[config.mk]
export PLATFORM = sky130hd
export DESIGN_NAME = sd_sequencer
export DESIGN_NICKNAME = d
export VERILOG_FILES = /design/src/rtl/sd_seq_pkg.sv /design/src/rtl/sd_vote2of3.sv /design/src/rtl/sd_sequencer.sv
export SDC_FILE = /design/constraint.sdc
export NUM_CORES = 1
export LEC_CHECK = 0
export CORE_MARGIN = 1
export CORE_UTILIZATION = 50
export DETAILED_ROUTE_END_ITERATION = 16
export GPL_ROUTABILITY_DRIVEN = 0
export PLACE_DENSITY = 0.72
export SLEW_MARGIN = 5
export SYNTH_ARGS = -nofsm -noshare
export SYNTH_HDL_FRONTEND = slang
export SYNTH_SLANG_ARGS = --single-unit
[constraint.sdc]
create_clock -name clk -period 5.5 [get_ports clk]
set_clock_uncertainty 0.05 [all_clocks]
set_input_delay 1.375 -clock clk [delete_from_list [all_inputs] [get_ports clk]]
set_output_delay 1.375 -clock clk [all_outputs]
set_load 0.02 [all_outputs]
[src/rtl/sd_seq_pkg.sv]
// Shared types and constants for the self-destruct sequencer.
// State codes are fixed because they are visible on the state output.
package sd_seq_pkg;

  typedef enum logic [2:0] {
    IDLE      = 3'd0,
    ARMING    = 3'd1,
    COUNTDOWN = 3'd2,
    DETONATED = 3'd3
  } sd_state_t;

  localparam logic [7:0] LED_OFF = 8'h00;
  localparam logic [7:0] LED_ARM = 8'h81;
  localparam logic [7:0] LED_ALL = 8'hFF;

endpackage

[src/rtl/sd_vote2of3.sv]
// Purely combinational 2-of-3 majority over the debounced fault switches.
module sd_vote2of3 (
  input  logic a,
  input  logic b,
  input  logic c,
  output logic vote
);

  assign vote = (a & b) | (a & c) | (b & c);

endmodule

[src/rtl/sd_sequencer.sv]
// Self-destruct sequencer: idle -> arming -> LED countdown -> detonated lockout.
// Optional blinking countdown LEDs are enabled with the SD_SEQ_BLINK_EN macro.
module sd_sequencer
  import sd_seq_pkg::*;
#(
  parameter int TICKS_PER_STEP = 100,
  parameter int ARM_TICKS      = 3,
  parameter int BLINK_TICKS    = 33
) (
  input  logic       clk,
  input  logic       reset,
  input  logic       tick,
  input  logic       combat,
  input  logic       danger,
  input  logic       damaged,
  input  logic       immobilized,
  output logic [7:0] leds,
  output logic [2:0] state,
  output logic       detonate
);

  localparam logic [9:0] STEP_LAST = 10'(TICKS_PER_STEP - 1);
  localparam logic [7:0] ARM_LAST  = 8'(ARM_TICKS);

  logic vote;
  logic qual;

  sd_state_t  state_reg, state_next;
  logic [7:0] arm_cnt_reg, arm_cnt_next;
  logic [9:0] step_cnt_reg, step_cnt_next;
  logic [7:0] pattern_reg, pattern_next;
  logic [7:0] leds_reg, leds_next;
  logic       detonate_reg, detonate_next;

  sd_vote2of3 u_vote (
    .a    (danger),
    .b    (damaged),
    .c    (immobilized),
    .vote (vote)
  );

  assign qual = vote & combat;

  always_ff @(posedge clk) begin
    if (reset) begin
      state_reg    <= IDLE;
      arm_cnt_reg  <= '0;
      step_cnt_reg <= '0;
      pattern_reg  <= LED_ALL;
      leds_reg     <= LED_OFF;
      detonate_reg <= 1'b0;
    end else begin
      state_reg    <= state_next;
      arm_cnt_reg  <= arm_cnt_next;
      step_cnt_reg <= step_cnt_next;
      pattern_reg  <= pattern_next;
      leds_reg     <= leds_next;
      detonate_reg <= detonate_next;
    end
  end

  always_comb begin
    state_next    = state_reg;
    arm_cnt_next  = arm_cnt_reg;
    step_cnt_next = step_cnt_reg;
    pattern_next  = pattern_reg;
    case (state_reg)
      IDLE: begin
        arm_cnt_next  = '0;
        step_cnt_next = '0;
        pattern_next  = LED_ALL;
        if (qual && tick) begin
          if (ARM_TICKS == 1) begin
            state_next = COUNTDOWN;
          end else begin
            state_next   = ARMING;
            arm_cnt_next = 8'd1;
          end
        end
      end
      ARMING: begin
        if (!qual) begin
          state_next   = IDLE;
          arm_cnt_next = '0;
        end else if (tick) begin
          if (arm_cnt_reg + 8'd1 == ARM_LAST) begin
            state_next    = COUNTDOWN;
            arm_cnt_next  = '0;
            step_cnt_next = '0;
            pattern_next  = LED_ALL;
          end else begin
            arm_cnt_next = arm_cnt_reg + 8'd1;
          end
        end
      end
      COUNTDOWN: begin
        // Abort outranks any step tick, so the pattern never shifts on the abort cycle.
        if (!combat) begin
          state_next    = IDLE;
          step_cnt_next = '0;
          pattern_next  = LED_ALL;
        end else if (tick) begin
          if (step_cnt_reg == STEP_LAST) begin
            step_cnt_next = '0;
            pattern_next  = pattern_reg >> 1;
            if ((pattern_reg >> 1) == LED_OFF) begin
              state_next = DETONATED;
            end
          end else begin
            step_cnt_next = step_cnt_reg + 10'd1;
          end
        end
      end
      DETONATED: begin
        state_next = DETONATED;
      end
      default: begin
        state_next    = IDLE;
        arm_cnt_next  = '0;
        step_cnt_next = '0;
        pattern_next  = LED_ALL;
      end
    endcase
  end

`ifdef SD_SEQ_BLINK_EN
  localparam logic [7:0] BLINK_LAST = 8'(BLINK_TICKS - 1);

  logic [7:0] blink_cnt_reg, blink_cnt_next;
  logic       phase_reg, phase_next;

  always_ff @(posedge clk) begin
    if (reset) begin
      blink_cnt_reg <= '0;
      phase_reg     <= 1'b0;
    end else begin
      blink_cnt_reg <= blink_cnt_next;
      phase_reg     <= phase_next;
    end
  end

  // Blink timing only runs while staying in COUNTDOWN; any entry or exit restarts it.
  always_comb begin
    blink_cnt_next = blink_cnt_reg;
    phase_next     = phase_reg;
    if (state_reg != COUNTDOWN || state_next != COUNTDOWN) begin
      blink_cnt_next = '0;
      phase_next     = 1'b0;
    end else if (tick) begin
      if (blink_cnt_reg == BLINK_LAST) begin
        blink_cnt_next = '0;
        phase_next     = ~phase_reg;
      end else begin
        blink_cnt_next = blink_cnt_reg + 8'd1;
      end
    end
  end

  logic [7:0] countdown_leds;
  assign countdown_leds = phase_next ? LED_OFF : pattern_next;
`else
  logic [7:0] countdown_leds;
  assign countdown_leds = pattern_next;
`endif

  // Outputs are computed from next-state values so they change on the same edge as state.
  always_comb begin
    leds_next     = LED_OFF;
    detonate_next = 1'b0;
    case (state_next)
      IDLE:      leds_next = LED_OFF;
      ARMING:    leds_next = LED_ARM;
      COUNTDOWN: leds_next = countdown_leds;
      DETONATED: begin
        leds_next     = LED_ALL;
        detonate_next = 1'b1;
      end
      default:   leds_next = LED_OFF;
    endcase
  end

  assign leds     = leds_reg;
  assign state    = state_reg;
  assign detonate = detonate_reg;

endmodule

==> results.json, run 1 <==
{
  "ys_seq_area_frac": 0.359,
  "drc_errors": 0,
  "max_slew_margin": 0.407,
  "fin_crit_sh": 0.614,
  "clk_pin_slew_worst_paths_ns": 0.07,
  "vias": 1923,
  "comb_power_share": 0.044,
  "switching_share": 0.234,
  "grt_antenna_before_repair": 0,
  "wire_per_inst_um": 14.7,
  "async_flop_share": 0,
  "crit_slowest_cell": "a211oi_1",
  "cp-start-kind": "input pin",
  "n_antenna_cell": 0,
  "preCtsSetupSlack_ns": 1.87,
  "setup_viol": 0,
  "cp_max_fo": 8,
  "reg2reg_slack_ns": 2.77,
  "final_area_sq_mm": 0.00238,
  "critPathMaxStageDelay_ns": 0.78,
  "num_io_pins": 19,
  "maxCapViolations": 0,
  "syn-cell-area_sq_mm": 0.00212,
  "wl_met2_um": 2010,
  "synth_nets": 263,
  "finalHoldViolations": 0,
  "grt_start_max_net_pins": 27,
  "synth_area_per_cell_sq_um": 8.38,
  "detail-route-antenna-nets": 0,
  "ys_seq_elements": 38,
  "numCtsBuffers": 5,
  "root_buffer": "clkbuf_8",
  "r2r_end": "step_cnt_reg[8]$_SDFFE_PP0P_",
  "fill_cells": 380,
  "timing.rr.start": "arm_cnt_reg[1]$_SDFFE_PP0P_",
  "status": "completed",
  "tightest_slew_ns": 0.884,
  "initial_core_util": 0.526,
  "syn-instance-count": 253,
  "vias_per_cell": 6.07,
  "fin_ws_ns": 2.12,
  "die_y_um": 67.1,
  "cts_hold_buf": 0,
  "internal_power_w": 0.000387,
  "clock_latency_ns": 0.30,
  "num_rows": 23,
  "powerDensity_mw_per_mm2": 212,
  "stdcell_count": 317,
  "finalSetupTns_ns": 0,
  "path_cells": "clkdlybuf4s50_1 -> maj3_1 -> nand3_1 -> a211oi_1 -> a211oi_1 -> o21ai_0 -> o31ai_1",
  "dpl.hpwl_um": 3240,
  "cts_tree": "done",
  "slew_viol_final": 0,
  "arrival_ns": 3.53,
  "synth_edf_count": 0,
  "p_switching_w": 0.000118,
  "clock.fmax_mhz": 296,
  "power.leakage_nw": 0.793,
  "holdPathStages": 1,
  "clock-sinks": 38,
  "wl_met3_um": 238,
  "min_path_type": "register to register",
  "crit_type": "input pin to register",
  "placed_cell_area_sq_mm": 0.00228,
  "yosysUniqueCellTypes": 61,
  "cts_max_level": 2,
  "period_minus_slack_ns": 3.38,
  "grt_pass1_wl_um": 7800,
  "rsz0062_at_grt": "false",
  "seq_power_share": 0.553,
  "dpl.cell_count": 309,
  "nets": 276,
  "r2r_cells": 7,
  "irDropWorstVdd_v": 0.000171,
  "cts_resized": 0,
  "grt_pass1_vias": 1680,
  "endpoint_kind": "register",
  "post_cts_buffers": 0,
  "crit_required_ns": 5.66,
  "mostFrequentLayoutCells": "dfxtp_1, nand2_1, o21ai_0",
  "syn2layout_area_growth_pct": 12.2,
  "portBuffers": 18,
  "crit_top_cell": "a211oi_1",
  "core_sq_mm": 0.00403,
  "largest_reg_flops": 10,
  "drt-met1-wl_um": 2350,
  "drive_gt1_frac": 0.124,
  "wl_um": 4660,
  "die_w_um": 67.1,
  "drt_iter0_drc": 107,
  "power.total_w": 0.000505,
  "path_buf_inv": 1,
  "final_common_cell": "dfxtp_1",
  "min_to": "step_cnt_reg[6]$_SDFFE_PP0P_",
  "worstHoldStart": "step_cnt_reg[6]$_SDFFE_PP0P_",
  "synth_warnings": 0,
  "cpLargestDelayFamily": "compound AO/OA/AOI/OAI gates",
  "clk_path_buf_depth": 2,
  "grt_use_total": 0.231,
  "dr.pass1.iters": 4,
  "pwr-share-clk": 0.403,
  "dieArea_sq_mm": 0.00450,
  "dominantRegCellSynth": "dfxtp_1",
  "grt_overflow": 0,
  "top_layer_used": "met4"
}
[cell type report]
type	instances	area (sq um)	area share
Clock buffer	6	82.6	0.0347
Clock inverter	2	12.5	0.00526
Inverter	6	22.5	0.00947
Multi-Input combinational cell	196	1250	0.525
Sequential cell	38	761	0.320
Tap cell	50	62.6	0.0263
Timing Repair Buffer	19	188	0.0789
[Yosys cell counts (all sizes together) (2+ instances only)]
| cell type | instances | area (sq um) |
|---|---|---|
| nand4 | 3 | 18.8 |
| nor3b | 3 | 33.8 |
| a311oi | 3 | 26.3 |
| buf | 2 | 15.0 |
| or2 | 8 | 50.1 |
| clkbuf | 11 | 72.6 |
| nand4b | 3 | 26.3 |
| o41ai | 3 | 26.3 |
| o32ai | 3 | 26.3 |
| o31ai | 5 | 37.5 |
| nor2b | 9 | 56.3 |
| and4 | 2 | 18.8 |
| o21a | 7 | 52.6 |
| a211oi | 2 | 15.0 |
| nand2 | 27 | 101 |
| dfxtp | 38 | 761 |
| and3 | 2 | 12.5 |
| nor3 | 10 | 50.1 |
| nor2 | 16 | 60.1 |
| a41oi | 2 | 17.5 |
| a21o | 2 | 16.3 |
| inv | 6 | 22.5 |
| or4 | 2 | 18.8 |
| a21oi | 8 | 47.6 |
| o21ai | 24 | 120 |
| nor4b | 2 | 17.5 |
| or3 | 2 | 13.8 |
| a31oi | 3 | 18.8 |
| nand2b | 3 | 18.8 |
| a211o | 2 | 18.8 |
| and2 | 3 | 20.0 |
| ha | 3 | 37.5 |
| a221o | 6 | 63.8 |
| nor4 | 3 | 18.8 |
| nand3 | 12 | 72.6 |
[per-layer routing]
| metal | vias up | GRT usage |
|---|---|---|
| met5 | - | 0 |
| met4 | 0 | 0.0931 |
| met1 | 888 | 0.322 |
| met2 | 52 | 0.335 |
| li1 | 977 | - |
| met3 | 6 | 0.0582 |
[cells by family (layout without fill, tap and decap cells)]
group / after synthesis / count (layout) / share of synthesized area
adder cells (fa/ha/maj): 4 / 4 / 0.0224
flip-flops: 38 / 38 / 0.359
other: 1 / 1 / 0.00177
buffers and inverters: 19 / 33 / 0.0519
AND/OR/NAND/NOR: 113 / 113 / 0.300
AO/OA/AOI/OAI: 77 / 77 / 0.261
XOR/XNOR: 1 / 1 / 0.00413
[how the worst max path moves through the flow]
| stage | from | to | slack (ns) | cells past startpoint |
|---|---|---|---|---|
| 3_3_place_gp | immobilized | step_cnt_reg[7]$_SDFFE_PP0P_ | 1.88 | 7 |
| 2_1_floorplan | immobilized | leds[1]$_SDFF_PP0_ | 2.61 | 5 |
| 6_report | immobilized | step_cnt_reg[8]$_SDFFE_PP0P_ | 2.12 | 7 |
| 4_1_cts | immobilized | step_cnt_reg[8]$_SDFFE_PP0P_ | 2.17 | 7 |
| 5_1_grt | immobilized | step_cnt_reg[2]$_SDFFE_PP0P_ | 1.92 | 7 |
| 3_5_place_dp | immobilized | step_cnt_reg[5]$_SDFFE_PP0P_ | 1.87 | 7 |
[stage by stage]
step,hold WS (ns),util
3_3_place_gp,0.423,0.566
5_1_grt,0.466,0.590
6_report,0.448,0.590
3_5_place_dp,0.430,0.566
4_1_cts,0.445,0.590
2_1_floorplan,0.383,-
[power groups by stage]
stage | combinational [W] | clock [W] | sequential (W)
4_1_cts | 0.0000220 | 0.000207 | 0.000279
6_report | 0.0000220 | 0.000204 | 0.000279
5_1_grt | 0.0000239 | 0.000219 | 0.000280
3_3_place_gp | 0.0000221 | 0 | 0.000286
2_1_floorplan | 0.0000146 | 0 | 0.000285
3_5_place_dp | 0.0000219 | 0 | 0.000286
[worst reg2reg max path, cell delays in order, from the launching register on]
cell and delay [ns]:
dfxtp_1 0.47, ha_1 0.35, a31oi_1 0.12, o21ai_0 0.44, a211oi_1 0.13, a211oi_1 0.78
o21ai_0 0.20, o31ai_1 0.10
Power figures use the tool's default switching activity.
==> run 2, diff against run 1 <==
- clock period: 5.5 -> 3.16 ns (I/O delays scaled with it)
==> results.json, run 2 (synthesis gave the netlist of run 1 again) <==
{
  "grt_overflow": 0,
  "period_minus_slack_ns": 2.66,
  "grt_pass1_vias": 1800,
  "critPathMaxStageDelay_ns": 0.45,
  "power.total_w": 0.000874,
  "p_switching_w": 0.000196,
  "setup_viol": 0,
  "clk_pin_slew_worst_paths_ns": 0.07,
  "multiInputGateArea_sq_mm": 0.00125,
  "seq_power_share": 0.555,
  "cts_resized": 0,
  "preCtsSetupSlack_ns": 0.185,
  "min_to": "step_cnt_reg[1]$_SDFFE_PP0P_",
  "power.leakage_nw": 0.838,
  "dpl.cell_count": 318,
  "tightest_slew_ns": 0.582,
  "rsz0062_at_grt": "false",
  "crit_type": "input pin to register",
  "wl_um": 4980,
  "fin_ws_ns": 0.503,
  "largest_reg_flops": 10,
  "syn2layout_area_growth_pct": 15.2,
  "irDropWorstVdd_v": 0.000199,
  "portBuffers": 18,
  "fin_crit_sh": 0.841,
  "dieArea_sq_mm": 0.00450,
  "clk_path_buf_depth": 2,
  "cp-start-kind": "input pin",
  "register_area_sq_um": 761,
  "finalHoldViolations": 0,
  "vias_per_cell": 6.13,
  "stdcell_count": 326,
  "timing.rr.start": "arm_cnt_reg[1]$_SDFFE_PP0P_",
  "grt_pass1_wl_um": 8510,
  "fin_util": 0.606,
  "crit_required_ns": 3.30,
  "grt_start_max_net_pins": 17,
  "cts_max_level": 2,
  "reg2reg_slack_ns": 0.53,
  "r2r_end": "leds[6]$_SDFF_PP0_",
  "arrival_ns": 2.79,
  "crit_slowest_cell": "maj3_1",
  "fill_cells": 386,
  "worstHoldStart": "step_cnt_reg[1]$_SDFFE_PP0P_",
  "root_buffer": "clkbuf_8",
  "max_slew_margin": 0.609,
  "detail-route-antenna-nets": 0,
  "numCtsBuffers": 5,
  "dpl.hpwl_um": 3550,
  "cts_hold_buf": 0,
  "drive_gt1_frac": 0.149,
  "cp-startpoint": "immobilized",
  "comb_power_share": 0.052,
  "powerDensity_mw_per_mm2": 358,
  "dr.pass1.iters": 4,
  "r2r_cells": 8,
  "wire_per_inst_um": 15.3,
  "mostFrequentLayoutCells": "dfxtp_1, nand2_1, o21ai_0",
  "num_io_pins": 19,
  "drc_errors": 0,
  "clock-sinks": 38,
  "drt_iter0_drc": 101,
  "min_path_type": "register to register",
  "pwr-share-clk": 0.394,
  "core_sq_mm": 0.00403,
  "grt_antenna_before_repair": 0,
  "post_cts_buffers": 0,
  "slew_viol_final": 0,
  "status": "completed",
  "clock_latency_ns": 0.29,
  "die_w_um": 67.1,
  "maxCapViolations": 0,
  "initial_core_util": 0.526,
  "num_rows": 23,
  "vias": 2000,
  "die_y_um": 67.1,
  "clock.fmax_mhz": 376,
  "switching_share": 0.225,
  "path_cells": "clkdlybuf4s50_1 -> maj3_1 -> nand3_1 -> a211oi_1 -> and2_1 -> a21oi_1 -> inv_1 -> o21a_1",
  "finalSetupTns_ns": 0,
  "grt_use_total": 0.248,
  "final_common_cell": "dfxtp_1",
  "nets": 285,
  "cp_max_fo": 7,
  "internal_power_w": 0.000678,
  "cts_tree": "done",
  "holdPathStages": 2,
  "n_antenna_cell": 0,
  "endpoint_kind": "register"
}
-- run 2: worst max path at each step --
stage,to,slack [ns]
floorplan,leds[1]$_SDFF_PP0_,0.86
global placement,leds[6]$_SDFF_PP0_,0.24
detailed placement,leds[6]$_SDFF_PP0_,0.18
CTS,leds[6]$_SDFF_PP0_,0.51
global route,leds[2]$_SDFF_PP0_,0.27
finish,leds[6]$_SDFF_PP0_,0.50
-- run 2: power groups by stage --
| stage | Sequential (W) | Clock, W | Combinational, W |
|---|---|---|---|
| finish | 0.000485 | 0.000344 | 0.0000453 |
| global route | 0.000485 | 0.000372 | 0.0000484 |
| CTS | 0.000485 | 0.000354 | 0.0000448 |
| detailed placement | 0.000496 | 0 | 0.0000447 |
| global placement | 0.000496 | 0 | 0.0000443 |
| floorplan | 0.000496 | 0 | 0.0000254 |
-- run 2: critical path: cells and delay by family --
family                     cells  cell delay [ns]
AOI/OAI and AO/OA              3             0.54
adders and majority gates      1             0.45
buffers and inverters          2             0.60
and+or+nand+nor                2             0.41
-- run 2: stage by stage --
stage               instance area [sq um]  hold WS (ns)
floorplan                            2120         0.383
global placement                     2350         0.426
detailed placement                   2350         0.442
CTS                                  2440         0.453
global route                         2440         0.478
finish                               2440         0.447
-- run 2: final cells by class --
class | instances | share of cell area
Multi-Input combinational cell | 196 | 0.512
Timing Repair Buffer | 28 | 0.105
Sequential cell | 38 | 0.312
Clock inverter | 1 | 0.00205
Clock buffer | 7 | 0.0354
Tap cell | 50 | 0.0256
Inverter | 6 | 0.00923
-- run 2: per-layer routing --
metal,track usage,up-vias,share of wire
met3,0.0497,3,0.049
met4,0.0798,0,0.0050
met1,0.348,948,0.50
li1,-,994,-
met2,0.374,55,0.45
met5,0,-,0
==> run 3, diff against run 2 <==
- PLACE_DENSITY: 0.72 -> 0.75
- clock period: 3.16 -> 2.25 ns (I/O delays scaled with it)
==> results.json, run 3 (synthesis gave the netlist of run 1 again) <==
{
  "placed_cell_area_sq_mm": 0.00266,
  "die_w_um": 67.1,
  "finalHoldViolations": 0,
  "cp-startpoint": "arm_cnt_reg[1]$_SDFFE_PP0P_",
  "mostFrequentLayoutCells": "buf_4, dfxtp_1, nand2_1",
  "power.leakage_nw": 1.10,
  "reg2reg_slack_ns": -0.01,
  "num_io_pins": 19,
  "arrival_ns": 2.41,
  "core_sq_mm": 0.00403,
  "numCtsBuffers": 5,
  "switching_share": 0.228,
  "clock_latency_ns": 0.30,
  "min_to": "step_cnt_reg[8]$_SDFFE_PP0P_",
  "fin_ws_ns": -0.0118,
  "slew_viol_final": 0,
  "dpl.cell_count": 358,
  "wire_per_inst_um": 15.7,
  "die_y_um": 67.1,
  "cp_max_fo": 6,
  "nets": 330,
  "cp-start-kind": "register",
  "root_buffer": "clkbuf_8",
  "irDropWorstVdd_v": 0.000450,
  "clk_path_buf_depth": 2,
  "crit_type": "register to register",
  "dr.pass1.iters": 4,
  "vias": 2198,
  "final_common_cell": "buf_4",
  "endpoint_kind": "register",
  "portBuffers": 18,
  "cts_tree": "done",
  "r2r_end": "leds[1]$_SDFF_PP0_",
  "drive_gt1_frac": 0.340,
  "cts_max_level": 2,
  "fill_cells": 300,
  "critPathMaxStageDelay_ns": 0.49,
  "n_antenna_cell": 0,
  "detail-route-antenna-nets": 0,
  "pwr-share-clk": 0.439,
  "failed_checks": "setup timing",
  "drc_errors": 0,
  "r2r_cells": 8,
  "worstHoldStart": "step_cnt_reg[8]$_SDFFE_PP0P_",
  "grt_antenna_before_repair": 0,
  "clock-sinks": 38,
  "stdcell_count": 371,
  "holdPathStages": 1,
  "crit_required_ns": 2.40,
  "wl_um": 5840,
  "drt_iter0_drc": 156,
  "clock.fmax_mhz": 442,
  "timing.rr.start": "arm_cnt_reg[1]$_SDFFE_PP0P_",
  "initial_core_util": 0.526,
  "p_switching_w": 0.000308,
  "internal_power_w": 0.00104,
  "grt_pass1_vias": 2001,
  "setup_viol": 6,
  "vias_per_cell": 5.92,
  "maxCapViolations": 0,
  "powerDensity_mw_per_mm2": 463,
  "finalSetupTns_ns": -0.0544,
  "dpl.hpwl_um": 4010,
  "crit_top_cell": "buf_4",
  "dieArea_sq_mm": 0.00450,
  "grt_use_total": 0.261,
  "period_minus_slack_ns": 2.26,
  "largest_reg_flops": 10,
  "seq_power_share": 0.502,
  "syn2layout_area_growth_pct": 37.8,
  "clk_pin_slew_worst_paths_ns": 0.08,
  "crit_slowest_cell": "a2111o_1",
  "cts_hold_buf": 0,
  "grt_pass1_wl_um": 8800,
  "fin_crit_sh": 1.01,
  "grt_overflow": 0,
  "grt_start_max_net_pins": 14,
  "final_area_sq_mm": 0.00292,
  "path_cells": "buf_4 -> ha_4 -> and4_2 -> o21ai_0 -> buf_4 -> o311ai_2 -> a2111o_1 -> o21a_1",
  "num_rows": 23,
  "status": "complete, but fails checks",
  "comb_power_share": 0.059,
  "min_path_type": "register to register"
}
-- run 3: cell types whose count changed in the layout (fill, tap and decap cells not counted), moves of 3 or more --
cell and change:
buf_4 +43, dfxtp_1 -5, dfxtp_2 +3, nor3_1 -3
-- run 3: worst max-delay path by stage --
stage,slack [ns],cells after the start,to
floorplan,0.03,7,leds[1]$_SDFF_PP0_
global placement,-0.27,8,leds[6]$_SDFF_PP0_
detailed placement,-0.28,8,leds[1]$_SDFF_PP0_
CTS,0.007,6,leds[1]$_SDFF_PP0_
global route,-0.07,8,leds[2]$_SDFF_PP0_
finish,-0.01,8,leds[1]$_SDFF_PP0_
-- run 3: through the flow --
stage                     hold WS, ns  total power, W   util  worst slack [ns]
final                           0.445         0.00135  0.725           -0.0118
after global routing            0.483         0.00140  0.725           -0.0653
after CTS                       0.446         0.00136  0.689           0.00696
after detailed placement        0.434        0.000771  0.659            -0.275
after global placement          0.424        0.000771  0.659            -0.270
after floorplan                 0.383        0.000733      -            0.0327
-- run 3: final cells by class --
class,instances,area [sq um],area share
Multi-Input combinational cell,196,1350,0.462
Sequential cell,38,772,0.264
Timing Repair Buffer,73,601,0.206
Clock buffer,5,68.8,0.0236
Tap cell,50,62.6,0.0214
Clock inverter,3,45.0,0.0154
Inverter,6,22.5,0.00771
-- run 3: timing repair --
action	CTS	global route
pin swaps	0	12
setup endpoints to repair	13	23
gates resized for setup	3	28
buffers inserted	0	5
-- run 3: routing by layer --
| layer | global-route usage | vias up | share of wire |
|---|---|---|---|
| met2 | 0.434 | 59 | 0.48 |
| li1 | - | 1078 | - |
| met3 | 0.0599 | 19 | 0.051 |
| met4 | 0.101 | 0 | 0.027 |
| met1 | 0.324 | 1042 | 0.44 |
| met5 | 0 | - | 0 |
-- run 3: worst max-delay path, delay by kind of cell (launching register included) --
family | cells | cell delay [ns]
fa+ha+maj | 1 | 0.17
flops | 1 | 0.33
simple gates | 1 | 0.25
buf+inv | 2 | 0.33
compound gates | 4 | 1.03
-- run 3: power by group through the flow --
| stage | sequential (W) | combinational (W) | clock [W] |
|---|---|---|---|
| 3_5_place_dp | 0.000697 | 0.0000746 | 0 |
| 4_1_cts | 0.000681 | 0.0000755 | 0.000602 |
| 2_1_floorplan | 0.000697 | 0.0000356 | 0 |
| 3_3_place_gp | 0.000697 | 0.0000743 | 0 |
| 5_1_grt | 0.000679 | 0.0000844 | 0.000632 |
| 6_report | 0.000679 | 0.0000794 | 0.000594 |
